## src/rtl/wb_stage_if.sv

```systemverilog
// Memory-stage to write-back handshake plus register-file write port.
// master drives the instruction side; slave is the write-back stage.
interface wb_stage_if;
    logic        MEM_kick_up;
    logic [31:0] ALU_result;
    logic [31:0] Data_mem_read_data;
    logic        Controller_memtoreg;
    logic        Controller_regwrite;
    logic [2:0]  funct3;
    logic [4:0]  rd;
    logic        reg_write_enable;
    logic [4:0]  reg_write_addr;
    logic [31:0] reg_write_data;
    logic        WB_kick_up;
    logic        WB_busy;

    modport master (
        output MEM_kick_up, ALU_result, Data_mem_read_data, Controller_memtoreg,
               Controller_regwrite, funct3, rd,
        input  reg_write_enable, reg_write_addr, reg_write_data, WB_kick_up, WB_busy
    );

    modport slave (
        input  MEM_kick_up, ALU_result, Data_mem_read_data, Controller_memtoreg,
               Controller_regwrite, funct3, rd,
        output reg_write_enable, reg_write_addr, reg_write_data, WB_kick_up, WB_busy
    );
endinterface

```

## src/rtl/wb_stage.sv

```systemverilog
// Write-back stage: waits out load latency, extracts load data, performs one
// register-file write and then pulses WB_kick_up so fetch can advance.
module wb_stage #(
    parameter int unsigned LOAD_LATENCY = 1
) (
    input logic       clk,
    input logic       reset,
    wb_stage_if.slave bus
);
    typedef enum logic [1:0] {StIdle, StWait, StWrite} state_e;

    localparam logic [3:0] LatInit = 4'(LOAD_LATENCY);

    state_e      state_q, state_d;
    logic [3:0]  cnt_q, cnt_d;
    logic [1:0]  addr_lo_q, addr_lo_d;
    logic [4:0]  rd_q, rd_d;
    logic [2:0]  funct3_q, funct3_d;
    logic        regwrite_q, regwrite_d;
    logic [31:0] data_q, data_d;
    logic        kick_q;
    logic [31:0] load_data;
    logic [7:0]  sel_byte;
    logic [15:0] sel_half;

    // Halves use address bit 1 only; misaligned accesses are silently accepted.
    always_comb begin
        sel_byte = bus.Data_mem_read_data[{addr_lo_q, 3'b000} +: 8];
        sel_half = bus.Data_mem_read_data[{addr_lo_q[1], 4'b0000} +: 16];
        case (funct3_q)
            3'b000:  load_data = {{24{sel_byte[7]}}, sel_byte};
            3'b001:  load_data = {{16{sel_half[15]}}, sel_half};
            3'b100:  load_data = {24'b0, sel_byte};
            3'b101:  load_data = {16'b0, sel_half};
            default: load_data = bus.Data_mem_read_data;
        endcase
    end

    always_comb begin
        state_d    = state_q;
        cnt_d      = cnt_q;
        addr_lo_d  = addr_lo_q;
        rd_d       = rd_q;
        funct3_d   = funct3_q;
        regwrite_d = regwrite_q;
        data_d     = data_q;
        case (state_q)
            StIdle: begin
                if (bus.MEM_kick_up) begin
                    addr_lo_d  = bus.ALU_result[1:0];
                    rd_d       = bus.rd;
                    funct3_d   = bus.funct3;
                    regwrite_d = bus.Controller_regwrite;
                    if (bus.Controller_memtoreg) begin
                        cnt_d   = LatInit;
                        state_d = StWait;
                    end else begin
                        data_d  = bus.ALU_result;
                        state_d = StWrite;
                    end
                end
            end
            StWait: begin
                cnt_d = cnt_q - 4'd1;
                // Read word is valid in the last WAIT cycle only.
                if (cnt_q == 4'd1) begin
                    data_d  = load_data;
                    state_d = StWrite;
                end
            end
            StWrite: state_d = StIdle;
            default: state_d = StIdle;
        endcase
    end

    always_ff @(posedge clk or negedge reset) begin
        if (!reset) begin
            state_q    <= StIdle;
            cnt_q      <= 4'd0;
            addr_lo_q  <= 2'd0;
            rd_q       <= 5'd0;
            funct3_q   <= 3'd0;
            regwrite_q <= 1'b0;
            data_q     <= 32'd0;
            kick_q     <= 1'b0;
        end else begin
            state_q    <= state_d;
            cnt_q      <= cnt_d;
            addr_lo_q  <= addr_lo_d;
            rd_q       <= rd_d;
            funct3_q   <= funct3_d;
            regwrite_q <= regwrite_d;
            data_q     <= data_d;
            kick_q     <= (state_q == StWrite);
        end
    end

    assign bus.reg_write_enable = (state_q == StWrite) && regwrite_q && (rd_q != 5'd0);
    assign bus.reg_write_addr   = rd_q;
    assign bus.reg_write_data   = data_q;
    assign bus.WB_kick_up       = kick_q;
    assign bus.WB_busy          = (state_q != StIdle);
endmodule

```

## src/flat_wrapper.sv

```systemverilog
// flat-port wrapper written by rule: the top's interface ports become plain ports
module wb_stage_flat 
#(
    parameter int unsigned LOAD_LATENCY = 1
)
  (clk, reset, bus_MEM_kick_up, bus_ALU_result, bus_Data_mem_read_data, bus_Controller_memtoreg, bus_Controller_regwrite, bus_funct3, bus_rd, bus_reg_write_enable, bus_reg_write_addr, bus_reg_write_data, bus_WB_kick_up, bus_WB_busy);
  wb_stage_if bus_i ();
  input logic clk;
  input logic reset;
  input wire logic [$bits(bus_i.MEM_kick_up)-1:0] bus_MEM_kick_up;
  input wire logic [$bits(bus_i.ALU_result)-1:0] bus_ALU_result;
  input wire logic [$bits(bus_i.Data_mem_read_data)-1:0] bus_Data_mem_read_data;
  input wire logic [$bits(bus_i.Controller_memtoreg)-1:0] bus_Controller_memtoreg;
  input wire logic [$bits(bus_i.Controller_regwrite)-1:0] bus_Controller_regwrite;
  input wire logic [$bits(bus_i.funct3)-1:0] bus_funct3;
  input wire logic [$bits(bus_i.rd)-1:0] bus_rd;
  output wire logic [$bits(bus_i.reg_write_enable)-1:0] bus_reg_write_enable;
  output wire logic [$bits(bus_i.reg_write_addr)-1:0] bus_reg_write_addr;
  output wire logic [$bits(bus_i.reg_write_data)-1:0] bus_reg_write_data;
  output wire logic [$bits(bus_i.WB_kick_up)-1:0] bus_WB_kick_up;
  output wire logic [$bits(bus_i.WB_busy)-1:0] bus_WB_busy;
  assign bus_i.MEM_kick_up = bus_MEM_kick_up;
  assign bus_i.ALU_result = bus_ALU_result;
  assign bus_i.Data_mem_read_data = bus_Data_mem_read_data;
  assign bus_i.Controller_memtoreg = bus_Controller_memtoreg;
  assign bus_i.Controller_regwrite = bus_Controller_regwrite;
  assign bus_i.funct3 = bus_funct3;
  assign bus_i.rd = bus_rd;
  assign bus_reg_write_enable = bus_i.reg_write_enable;
  assign bus_reg_write_addr = bus_i.reg_write_addr;
  assign bus_reg_write_data = bus_i.reg_write_data;
  assign bus_WB_kick_up = bus_i.WB_kick_up;
  assign bus_WB_busy = bus_i.WB_busy;
  wb_stage #(.LOAD_LATENCY(LOAD_LATENCY)) u_core (.clk(clk), .reset(reset), .bus(bus_i));
endmodule
```

## config.mk

```make
export PLATFORM = sky130hd
export DESIGN_NAME = wb_stage_flat
export DESIGN_NICKNAME = d
export VERILOG_FILES = /design/src/rtl/wb_stage_if.sv /design/src/rtl/wb_stage.sv /design/src/flat_wrapper.sv
export SDC_FILE = /design/constraint.sdc
export NUM_CORES = 1
export LEC_CHECK = 0
export CAP_MARGIN = 5
export CORE_MARGIN = 2
export CORE_UTILIZATION = 44
export CTS_CLUSTER_DIAMETER = 150
export DETAILED_ROUTE_END_ITERATION = 16
export HOLD_SLACK_MARGIN = 0.08
export PLACE_DENSITY = 0.81
export SLEW_MARGIN = 20
export SYNTH_ARGS = -nofsm -noshare
export SYNTH_HDL_FRONTEND = slang
export SYNTH_SLANG_ARGS = --single-unit
```

## constraint.sdc

```tcl
create_clock -name clk -period 2.32 [get_ports clk]
set_input_delay 0.348 -clock clk [delete_from_list [all_inputs] [get_ports clk]]
set_output_delay 0.348 -clock clk [all_outputs]
set_load 0.01 [all_outputs]
```

==> flow_metrics.env <==
export IMPL_status="finished, final reports clean"
export IMPL_p_per_area_nw_per_um2=1280
export IMPL_syn_area_sq_um=2990
export IMPL_grt_max_degree=35
export IMPL_die_h_um=86.4
export IMPL_path_class="reg -> out"
export IMPL_wl_met1_mm=3.47
export IMPL_cp_top_family="flip-flops"
export IMPL_worstPathMaxFanout=10
export IMPL_async_flop_share_pct=100
export IMPL_cp_start_kind="register"
export IMPL_tns_ns=0
export IMPL_rsz0062_at_grt="no"
export IMPL_fin_crit_sh_pct=94.0
export IMPL_start_util_pct=44.7
export IMPL_synth_top_area_share_pct=41.9
export IMPL_place_congestion=0.890
export IMPL_worstPathCellList="nor2b_1 -> nand2_1 -> a21oi_1 -> clkdlybuf4s50_1"
export IMPL_dr_wl_met2_mm=4.00
export IMPL_multi_input_area_sq_um=1550
export IMPL_place_worst_setup_slack_ns=0.130
export IMPL_grt_usage_pct=22.4
export IMPL_cts_tree="built"
export IMPL_clockRootBuffer="clkbuf_8"
export IMPL_post_cts_buffers=0
export IMPL_die_w_um=86.4
export IMPL_worstMarginPinSlew_ns=0.992
export IMPL_critPathSlowestCell="dfrtp_1"
export IMPL_postCtsResizedCells=0
export IMPL_synth_most_common_cell="dfrtp_1"
export IMPL_setup_viol=0
export IMPL_diodes=0
export IMPL_dieArea_sq_um=7460
export IMPL_yosys_warnings=0
export IMPL_routed_wirelength_mm=8.29
export IMPL_syn_avg_cell_area_sq_um=9.63
export IMPL_wl_met3_um=649
export IMPL_hpwlAfterDp_mm=6.29
export IMPL_hp_class="in -> async"
export IMPL_wire_per_inst_um=16.5
export IMPL_whs_ns=0.105
export IMPL_vias=2794
export IMPL_slew_headroom_pct=33.4
export IMPL_io_pins=117
export IMPL_synth_distinct_cells=44
export IMPL_synth_top_area_cell="dfrtp_1"
export IMPL_cts_made_buffers=5
export IMPL_end_kind="primary output"
export IMPL_cts_path_max_buffers=2
export IMPL_hold_violations=0
export IMPL_timing_fmax_mhz=459
export IMPL_drt_pass1_iterations=5
export IMPL_ys_flop_type="dfrtp_1"
export IMPL_nNetsFinal=501
export IMPL_peakVddDrop_mv=0.834
export IMPL_overflow=0
export IMPL_synth_cells=310
export IMPL_grt_pass1_wl_mm=13.2
export IMPL_via_per_inst=5.55
export IMPL_portBuffers=116
export IMPL_clock_latency_ns=0.31
export IMPL_placementRows=30
export IMPL_path_buf_inv=1
export IMPL_synth_edf_count=0
export IMPL_crit_path_start="u_core.state_q[1]"
export IMPL_grt_pass1_vias=2732
export IMPL_maxSlewViolCount=0
export IMPL_ctsHoldBuffers=0
export IMPL_drive_above_1_share_pct=9.46
export IMPL_drt_first_iter_violations=196
export IMPL_antenna_found_initial=0
export IMPL_fin_ws_ns=0.139
export IMPL_required_ns=1.97
export IMPL_p_leak_nw=1.74
export IMPL_cts_sinks=50
export IMPL_htree_levels=2
export IMPL_nFillCells=549
export IMPL_cp_slowest_stage_delay_ns=0.57
export IMPL_ys_top_cells_by_count="50 x dfrtp_1, 29 x nand2_1, 25 x a31oi_1"
export IMPL_clkTransAtPathRegs_ns=0.10
export IMPL_reg2reg_from="u_core.funct3_q[0]"
export IMPL_final_seq_area_sq_um=1250
export IMPL_fin_worst_skew_ns=0.00967
export IMPL_synth_seq_area_share_pct=41.9
export IMPL_area_delta_synth_final_pct=44.3
export IMPL_final_util_pct=64.5
export IMPL_post_route_min_period_ns=2.18
export IMPL_core_area_sq_um=6680
export IMPL_ys_ff_latch=50
export IMPL_drv_cap=0
export IMPL_drc_errors=0
export IMPL_arrival_ns=1.83
export IMPL_top_layer_used="met4"
export IMPL_synth_area_top_cells="dfrtp_1 42%, mux2i_1 7.4%, a31oi_1 5.2%"
export IMPL_synthesis_nets=389
export IMPL_ant_nets=0
layout by cell type, fill, tap and decap left out, drive strengths merged, types with 10 or more instances in the layout:
master,n
mux2i,22
nand2b,17
clkdlybuf4s50,115
mux2,10
a31oi,25
nand2,29
nor3,15
buf,15
nor2b,12
nor2,24
dfrtp,50
per-stage QoR:
stage / cells / power, mW / instance area, sq um
after global routing: 503 / 5.93 / 4310
after detailed placement: 495 / 4.91 / 4200
after floorplan: 310 / 3.64 / 2990
after global placement: 495 / 4.81 / 4200
final: 503 / 5.52 / 4310
after CTS: 503 / 5.54 / 4310
sequential cells by signal, indices dropped and copies added, names as in the netlist:
signal	cells
u_core.bus.WB_kick_up	1
u_core.bus.reg_write_data	32
u_core.regwrite_q	1
u_core.funct3_q	3
u_core.cnt_q	4
u_core.bus.reg_write_addr	5
u_core.state_q	2
u_core.addr_lo_q	2
kinds of logic after synthesis:
logic type      synth area share, %
simple gates                   21.1
compound gates                 18.8
flops                          41.9
mux                            11.1
buf+inv                        6.20
fa+ha+maj                     0.838
final cells by class:
cell class              instances  area share [%]
clock buffers                   6            1.68
clock inverters                 2           0.871
inverters                       5           0.436
multi-input cells             230            36.1
flip-flops and latches         50            29.0
well taps                      80            2.32
repair buffers                130            29.6
path summary, 6_finish.rpt:
kind	endpoint	slack, ns	depth (start not counted)
min in group clk	u_core.bus.reg_write_data[7]	0.52	2
min	u_core.regwrite_q	0.10	1
max in group asynchronous	u_core.bus.reg_write_data[15]	1.49	2
min reg2reg	u_core.bus.reg_write_data[7]	0.52	2
max	bus_reg_write_enable	0.14	4
max reg2reg	u_core.bus.reg_write_data[27]	0.30	4
routing by layer:
| metal | track usage (%) | vias to the layer above |
|---|---|---|
| li1 | - | 1359 |
| met1 | 30.0 | 1293 |
| met2 | 36.9 | 126 |
| met3 | 3.33 | 16 |
| met4 | 8.52 | 0 |
| met5 | 0 | - |
where the power goes:
part / internal (mW) / total [mW] / switching (mW)
clock network: 0.322 / 0.629 / 0.307
registers: 1.32 / 1.67 / 0.357
logic: 1.66 / 3.22 / 1.55
total: 3.30 / 5.52 / 2.22
Note: power is estimated with default switching activity, not from simulation.
